<file path="src/rtl/uart_pkg.sv">
// Shared constants, state encoding and divider helper for the 8N1 UART.
package uart_pkg;

  localparam int OS_RATE   = 16;
  localparam int DATA_BITS = 8;

  typedef enum logic [1:0] {
    ST_IDLE,
    ST_START,
    ST_DATA,
    ST_STOP
  } uart_state_e;

  // Clocks per oversample tick, rounded to nearest.
  function automatic int calc_os_div(input int clk_hz, input int baud);
    return (clk_hz + (baud * OS_RATE) / 2) / (baud * OS_RATE);
  endfunction

endpackage

</file>
<file path="src/rtl/uart_baud_os.sv">
// Free-running oversample tick generator shared by the TX and RX paths.
module uart_baud_os #(
  parameter int OS_DIV = 27
) (
  input  logic clk,
  input  logic rst,
  output logic os_tick
);

  if (OS_DIV < 2) begin : g_bad_div
    $error("uart_baud_os: OS_DIV must be at least 2");
  end

  localparam int CW = $clog2(OS_DIV);
  localparam logic [CW-1:0] LAST = CW'(OS_DIV - 1);

  logic [CW-1:0] cnt;

  always_ff @(posedge clk) begin
    if (rst)              cnt <= '0;
    else if (cnt == LAST) cnt <= '0;
    else                  cnt <= cnt + CW'(1);
  end

  assign os_tick = (cnt == LAST);

endmodule

</file>
<file path="src/rtl/uart_core.sv">
// Full-duplex 8N1 UART: shared 16x tick, independent TX and RX state machines.
//   state    | meaning
//   ST_IDLE  | line idle, waiting for start request / falling edge
//   ST_START | start bit (RX: qualify at mid-bit)
//   ST_DATA  | 8 data bits, LSB first
//   ST_STOP  | stop bit (RX: also break wait after a framing error)
module uart_core import uart_pkg::*; #(
  parameter int CLK_HZ = 50_000_000,
  parameter int BAUD   = 115200
) (
  input  logic       clk,
  input  logic       rst,
  input  logic       start,
  input  logic [7:0] data_in,
  output logic       tx_line,
  output logic       busy,
  output logic       done,
  input  logic       rx_line,
  output logic [7:0] rx_data,
  output logic       rx_valid,
  output logic       frame_err
);

  localparam int OS_DIV = calc_os_div(CLK_HZ, BAUD);
  localparam logic [3:0] OS_LAST  = 4'(OS_RATE - 1);
  localparam logic [3:0] OS_MID   = 4'(OS_RATE / 2 - 1);
  localparam logic [2:0] BIT_LAST = 3'(DATA_BITS - 1);

  logic os_tick;

  uart_baud_os #(.OS_DIV(OS_DIV)) u_baud (
    .clk     (clk),
    .rst     (rst),
    .os_tick (os_tick)
  );

  uart_state_e tx_state;
  logic [3:0]  tx_os;
  logic [2:0]  tx_bit;
  logic [7:0]  tx_shift;

  always_ff @(posedge clk) begin
    if (rst) begin
      tx_state <= ST_IDLE;
      tx_os    <= '0;
      tx_bit   <= '0;
      tx_shift <= '0;
      tx_line  <= 1'b1;
      busy     <= 1'b0;
      done     <= 1'b0;
    end else begin
      done <= 1'b0;
      case (tx_state)
        ST_IDLE: begin
          if (start) begin
            tx_shift <= data_in;
            busy     <= 1'b1;
            tx_line  <= 1'b0;
            tx_os    <= '0;
            tx_state <= ST_START;
          end
        end
        default: begin
          if (os_tick) begin
            tx_os <= tx_os + 4'd1;
            if (tx_os == OS_LAST) begin
              case (tx_state)
                ST_START: begin
                  tx_line  <= tx_shift[0];
                  tx_shift <= {1'b0, tx_shift[7:1]};
                  tx_bit   <= '0;
                  tx_state <= ST_DATA;
                end
                ST_DATA: begin
                  if (tx_bit == BIT_LAST) begin
                    tx_line  <= 1'b1;
                    tx_state <= ST_STOP;
                  end else begin
                    tx_line  <= tx_shift[0];
                    tx_shift <= {1'b0, tx_shift[7:1]};
                    tx_bit   <= tx_bit + 3'd1;
                  end
                end
                default: begin
                  busy     <= 1'b0;
                  done     <= 1'b1;
                  tx_state <= ST_IDLE;
                end
              endcase
            end
          end
        end
      endcase
    end
  end

  uart_state_e rx_state;
  logic        rx_s1, rx_s2;
  logic [3:0]  rx_os;
  logic [2:0]  rx_bit;
  logic [7:0]  rx_shift;
  logic        rx_brk;

  always_ff @(posedge clk) begin
    if (rst) begin
      rx_s1     <= 1'b1;
      rx_s2     <= 1'b1;
      rx_state  <= ST_IDLE;
      rx_os     <= '0;
      rx_bit    <= '0;
      rx_shift  <= '0;
      rx_brk    <= 1'b0;
      rx_data   <= '0;
      rx_valid  <= 1'b0;
      frame_err <= 1'b0;
    end else begin
      rx_s1     <= rx_line;
      rx_s2     <= rx_s1;
      rx_valid  <= 1'b0;
      frame_err <= 1'b0;
      case (rx_state)
        ST_IDLE: begin
          if (!rx_s2) begin
            rx_os    <= '0;
            rx_state <= ST_START;
          end
        end
        ST_START: begin
          if (os_tick) begin
            rx_os <= rx_os + 4'd1;
            if (rx_os == OS_MID) begin
              if (!rx_s2) begin
                rx_os    <= '0;
                rx_bit   <= '0;
                rx_state <= ST_DATA;
              end else begin
                rx_state <= ST_IDLE;
              end
            end
          end
        end
        ST_DATA: begin
          if (os_tick) begin
            rx_os <= rx_os + 4'd1;
            if (rx_os == OS_LAST) begin
              rx_shift <= {rx_s2, rx_shift[7:1]};
              rx_bit   <= rx_bit + 3'd1;
              if (rx_bit == BIT_LAST) rx_state <= ST_STOP;
            end
          end
        end
        default: begin
          // After a framing error hold here until the line releases (break).
          if (rx_brk) begin
            if (rx_s2) begin
              rx_brk   <= 1'b0;
              rx_state <= ST_IDLE;
            end
          end else if (os_tick) begin
            rx_os <= rx_os + 4'd1;
            if (rx_os == OS_LAST) begin
              if (rx_s2) begin
                rx_data  <= rx_shift;
                rx_valid <= 1'b1;
                rx_state <= ST_IDLE;
              end else begin
                frame_err <= 1'b1;
                rx_brk    <= 1'b1;
              end
            end
          end
        end
      endcase
    end
  end

endmodule

</file>
<file path="config.mk">
export PLATFORM = sky130hd
export DESIGN_NAME = uart_core
export DESIGN_NICKNAME = d
export VERILOG_FILES = /design/src/rtl/uart_pkg.sv /design/src/rtl/uart_baud_os.sv /design/src/rtl/uart_core.sv
export SDC_FILE = /design/constraint.sdc
export NUM_CORES = 1
export LEC_CHECK = 0
export ABC_AREA = 1
export ABC_CLOCK_PERIOD_IN_PS = 4500
export BUFFER_PORTS_ARGS = -buffer_cell sky130_fd_sc_hd__buf_2
export CAP_MARGIN = 20
export CORE_MARGIN = 1.5
export CORE_UTILIZATION = 43
export CTS_BUF_LIST = sky130_fd_sc_hd__clkbuf_8 sky130_fd_sc_hd__clkbuf_16
export DETAILED_ROUTE_END_ITERATION = 16
export PLACE_DENSITY = 0.68
export SLEW_MARGIN = 20
export SYNTH_ARGS = -nofsm -noshare
export SYNTH_HDL_FRONTEND = slang
export SYNTH_SLANG_ARGS = --single-unit
</file>
<file path="constraint.sdc">
create_clock -name clk -period 4.5 [get_ports clk]
set_clock_uncertainty 0.1 [all_clocks]
set_input_delay 1.35 -clock clk [delete_from_list [all_inputs] [get_ports clk]]
set_output_delay 1.35 -clock clk [all_outputs]
set_load 0.02 [all_outputs]
</file>
==> impl_metrics.json, run 1 <==
{
  "status": "finished clean",
  "fp.dieH_um": 82.4,
  "coreArea_um2": 5990,
  "path_delay_family": "buffers and inverters",
  "cp.required_ps": 4600,
  "drtIter0Drc": 131,
  "dieWidth_um": 82.4,
  "portBuffers": 24,
  "post_cts_buffers": 0,
  "cts_buffers": 5,
  "p_per_area_nw_per_um2": 358,
  "synth_nets": 402,
  "layout-drive-gt1-share": 0.140,
  "path_cells": "buf_2 > clkinv_1 > buf_4 > nand2_1 > o21ai_0",
  "synth_edf_count": 0,
  "drcViolationCount": 0,
  "wl_per_cell_um": 10.6,
  "ant_nets": 0,
  "syn-cell-area_um2": 2710,
  "finalPower_w": 0.00107,
  "hp-class": "reg2reg",
  "tightest_slew_ps": 517,
  "cpPeakStageDelay_ps": 440,
  "ios": 25,
  "maxCapViolCount": 0,
  "clockBufferDepth": 2,
  "antenna_found_initial": 0,
  "yosysTopAreaCell": "dfxtp_1",
  "n_fill_cell": 615,
  "grt_max_degree": 22,
  "clock_latency_ps": 310,
  "cts_resized": 0,
  "yosysWarnings": 0,
  "dpl.hpwl_um": 3650,
  "avgSynthCellArea_um2": 7.23,
  "leakage_nw": 1.41,
  "worstPathMaxFanout": 21,
  "synth_cell_type_count": 32,
  "postSynthCellCount": 375,
  "async_flop_share": 0,
  "diodes": 0,
  "cts_root_buffer": "clkbuf_8",
  "first_global_vias": 2014,
  "syn2layout_area_growth_pct": 10.5,
  "worst_path_max_delay_cell": "clkinv_1",
  "globalplace.congestion": 0.894,
  "yosysTopAreaCellShare": 0.406,
  "ys_seq_elements": 55,
  "clkTransAtPathRegs_ps": 90,
  "min_period_ps": 2480,
  "track_usage": 0.169,
  "cts_tree": "yes",
  "fin_nets": 426,
  "yosys-top-cells-count": "99 x nand2_1, 55 x dfxtp_1, 51 x inv_1",
  "drt_wl_total_um": 5030,
  "numClockSinks": 55,
  "worstSetupPathType": "in2reg",
  "row_count": 28,
  "cts_hold_buf": 0,
  "firstDrtPassIters": 4,
  "final_max_slew_viol_count": 0,
  "ys_seq_area_frac": 0.406,
  "start_util": 0.453,
  "via_per_inst": 4.81,
  "startpoint_type": "input port",
  "synthTopCellsByArea": "dfxtp_1 41%, nand2_1 14%, inv_1 7.1%, ha_1 6.9%, a21oi_1 6.5%",
  "ir_drop_mv": 0.252,
  "slew_headroom": 0.655,
  "die_area_um2": 6790,
  "synth_ff_type": "dfxtp_1",
  "cts.htree.levels": 2,
  "finalSetupTns_ps": 0,
  "grt_pass1_wl_um": 8850,
  "synthMostInstantiatedCell": "nand2_1",
  "clock.fmax_ghz": 0.403,
  "worstPathArrival_ps": 2590,
  "grt_overflow": 0,
  "dr_total_vias": 2284,
  "setup_violations": 0,
  "rsz0062_at_grt": "no",
  "worst-path-buf-inv": 3,
  "endpoint_kind": "flip-flop",
  "hold_viol": 0,
  "min_period_over_period": 0.552
}
## metal layers
layer  part of all wire  up-vias  global-route usage
li1                   -     1224                   -
met5                  0        -                   0
met1               0.48     1015               0.214
met2               0.46       39               0.279
met3              0.045        6              0.0429
met4              0.015        0              0.0559
## cell usage in the layout, fill, tap and decap left out, types with 5 or more instances in the layout
cell and instances:
nand2_1 99, a21oi_1 35, clkbuf_8 6, nor2_1 36
ha_1 15, nand3_1 18, dfxtp_1 55, nand2_2 5
buf_2 24, inv_1 51, o21ai_0 19
## per-stage QoR
stage	std cells	hold slack (ps)	worst slack, ps	util	instance area [um^2]
after floorplan	375	289	2430	-	2710
after global placement	467	295	1730	0.481	2880
after detailed placement	467	299	1640	0.481	2880
after CTS	475	325	1960	0.500	3000
after global routing	475	368	1840	0.500	3000
final	475	319	2020	0.500	3000
## cell families (layout without fill, tap and decap cells)
| logic type | after synthesis | in the layout | share of synthesized area |
|---|---|---|---|
| fa+ha+maj | 15 | 15 | 0.0692 |
| xor+xnor | 4 | 4 | 0.0129 |
| flops | 55 | 55 | 0.406 |
| compound gates | 61 | 61 | 0.117 |
| buf+inv | 64 | 89 | 0.0983 |
| simple gates | 176 | 176 | 0.297 |
## final timing paths
check | startpoint | end | slack (ps) | cells after the start
worst min register to register | rx_s1 | rx_s2 | 320 | 1
worst max-delay path | rst | busy | 2020 | 5
worst min-delay path | rx_s1 | rx_s2 | 320 | 1
worst max register to register | tx_state[1] | tx_state[0] | 2640 | 6
## registers in the layout, indices dropped and copies added, names as in the netlist
name	cells
u_baud.cnt	5
tx_shift	8
rx_shift	8
rx_os	4
tx_bit	3
frame_err	1
rx_state	2
rx_s1	1
tx_line	1
rx_bit	3
busy	1
rx_valid	1
tx_os	4
rx_data	8
done	1
rx_brk	1
rx_s2	1
tx_state	2
## where the power goes
part           internal [W]  switching (W)  leakage (nW)
registers          0.000517      0.0000193         0.447
clock network      0.000180       0.000162        0.0612
logic             0.0000670       0.000128         0.901
total              0.000764       0.000309          1.41
## layout make-up
cell class | count | area, um^2 | area share
clock buffers | 6 | 82.6 | 0.0276
clock inverters | 2 | 35.0 | 0.0117
inverters | 56 | 213 | 0.0710
multi-input cells | 256 | 1340 | 0.448
flip-flops and latches | 55 | 1100 | 0.367
well taps | 75 | 93.8 | 0.0313
repair buffers | 25 | 128 | 0.0426
No activity file was read; power rests on OpenSTA's default activity.
==> run 2, diff against run 1 <==
Settings changed: ABC_CLOCK_PERIOD_IN_PS 4500 to 2600.
Clock period 4.5 ns to 2.6 ns, I/O delays scaled along.
==> impl_metrics.json, run 2 (synthesized netlist as in run 1, its figures left out) <==
{
  "antenna_found_initial": 0,
  "worstSetupPathType": "reg2reg",
  "tightest_slew_ps": 525,
  "wl_per_cell_um": 10.7,
  "clock.fmax_ghz": 0.543,
  "start_util": 0.453,
  "firstDrtPassIters": 4,
  "worstPathMaxFanout": 18,
  "cts_hold_buf": 0,
  "clockBufferDepth": 2,
  "cts.htree.levels": 2,
  "grt_max_degree": 20,
  "fin_nets": 427,
  "ir_drop_mv": 0.308,
  "grt_use_met1": 0.201,
  "use_met3": 0.0352,
  "drcViolationCount": 0,
  "hold_viol": 0,
  "final_cell_mix": "99 x nand2_1, 55 x dfxtp_1, 51 x inv_1",
  "final_cell_count_no_fill": 476,
  "cts_buffers": 5,
  "min_period_ps": 1840,
  "numClockSinks": 55,
  "hp-class": "reg2reg",
  "maxCapViolCount": 0,
  "ant_nets": 0,
  "diodes": 0,
  "cp.required_ps": 2700,
  "leakage_nw": 1.42,
  "clock_latency_ps": 310,
  "clkTransAtPathRegs_ps": 100,
  "cts_tree": "yes",
  "use_met2": 0.293,
  "die_area_um2": 6790,
  "whs_ps": 310,
  "placed_area_um2": 2890,
  "dpl.hpwl_um": 3670,
  "slew_headroom": 0.650,
  "fp.dieH_um": 82.4,
  "reg.largest.list": "rx_data x8, rx_shift x8, tx_shift x8",
  "final_max_slew_viol_count": 0,
  "n_fill_cell": 592,
  "coreArea_um2": 5990,
  "syn2layout_area_growth_pct": 11.5,
  "endpoint_kind": "flip-flop",
  "finalSetupTns_ps": 0,
  "layout-drive-gt1-share": 0.142,
  "finalInstanceArea_um2": 3020,
  "p_per_area_nw_per_um2": 639,
  "rsz0062_at_grt": "no",
  "busiest_layer": "met2",
  "grt_pass1_wl_um": 8940,
  "cts_root_buffer": "clkbuf_8",
  "via_per_inst": 4.82,
  "startpoint_type": "flip-flop",
  "setup_violations": 0,
  "post_cts_buffers": 0,
  "final_common_cell": "nand2_1",
  "portBuffers": 24,
  "r2r_slack_ps": 760,
  "ios": 25,
  "globalplace.congestion": 0.904,
  "dr_total_vias": 2292,
  "grt_overflow": 0,
  "min_period_over_period": 0.708,
  "first_global_vias": 2106,
  "finalPower_w": 0.00193,
  "drt_wl_total_um": 5080,
  "cts_resized": 0,
  "worstPathArrival_ps": 1940,
  "dp.cells": 468,
  "status": "finished clean",
  "row_count": 28,
  "track_usage": 0.172,
  "drtIter0Drc": 81,
  "dieWidth_um": 82.4
}
## run 2: cell types whose count changed in the layout (fill, tap and decap cells not counted)
| cell | change |
|---|---|
| clkbuf_8 | -1 |
| clkinv_2 | -1 |
| bufinv_16 | +1 |
| clkinvlp_4 | +1 |
| buf_4 | +1 |
## run 2: worst paths after layout
path / from / endpoint / depth (start not counted)
worst max-delay path: tx_state[0] / tx_state[1] / 7
worst min register to register: rx_s1 / rx_s2 / 1
worst min-delay path: rx_s1 / rx_s2 / 1
worst max register to register: tx_state[0] / tx_state[1] / 7
## run 2: power breakdown
group | switching [W] | total [W] | internal [W]
Combinational | 0.000221 | 0.000338 | 0.000118
Clock | 0.000284 | 0.000668 | 0.000384
Sequential | 0.0000324 | 0.000927 | 0.000894
## run 2: layout make-up
class                           instances  area, um^2  area share
Clock buffer                            5        68.8      0.0228
Clock inverter                          3        67.6      0.0224
Inverter                               56         213      0.0704
Multi-Input combinational cell        256        1340       0.445
Sequential cell                        55        1100       0.364
Tap cell                               75        93.8      0.0310
Timing Repair Buffer                   26         135      0.0447
## run 2: worst max-delay path, stage by stage (launching register included)
cell and delay [ps]:
dfxtp_1 320, inv_1 90, ha_1 490, nand2_1 230, nand2_1 240, nand2_1 110
nand2_1 80, a21oi_1 60
## run 2: stage by stage
| stage | worst slack, ps | util |
|---|---|---|
| global placement | 772 | 0.482 |
| global route | 530 | 0.505 |
| finish | 760 | 0.505 |
| floorplan | 1020 | - |
| CTS | 752 | 0.505 |
| detailed placement | 768 | 0.482 |
## run 2: metal layers
metal | wire, um | vias up
met4 | 118 | 0
met5 | 0 | -
met1 | 2450 | 1029
met2 | 2370 | 31
li1 | - | 1223
met3 | 154 | 9
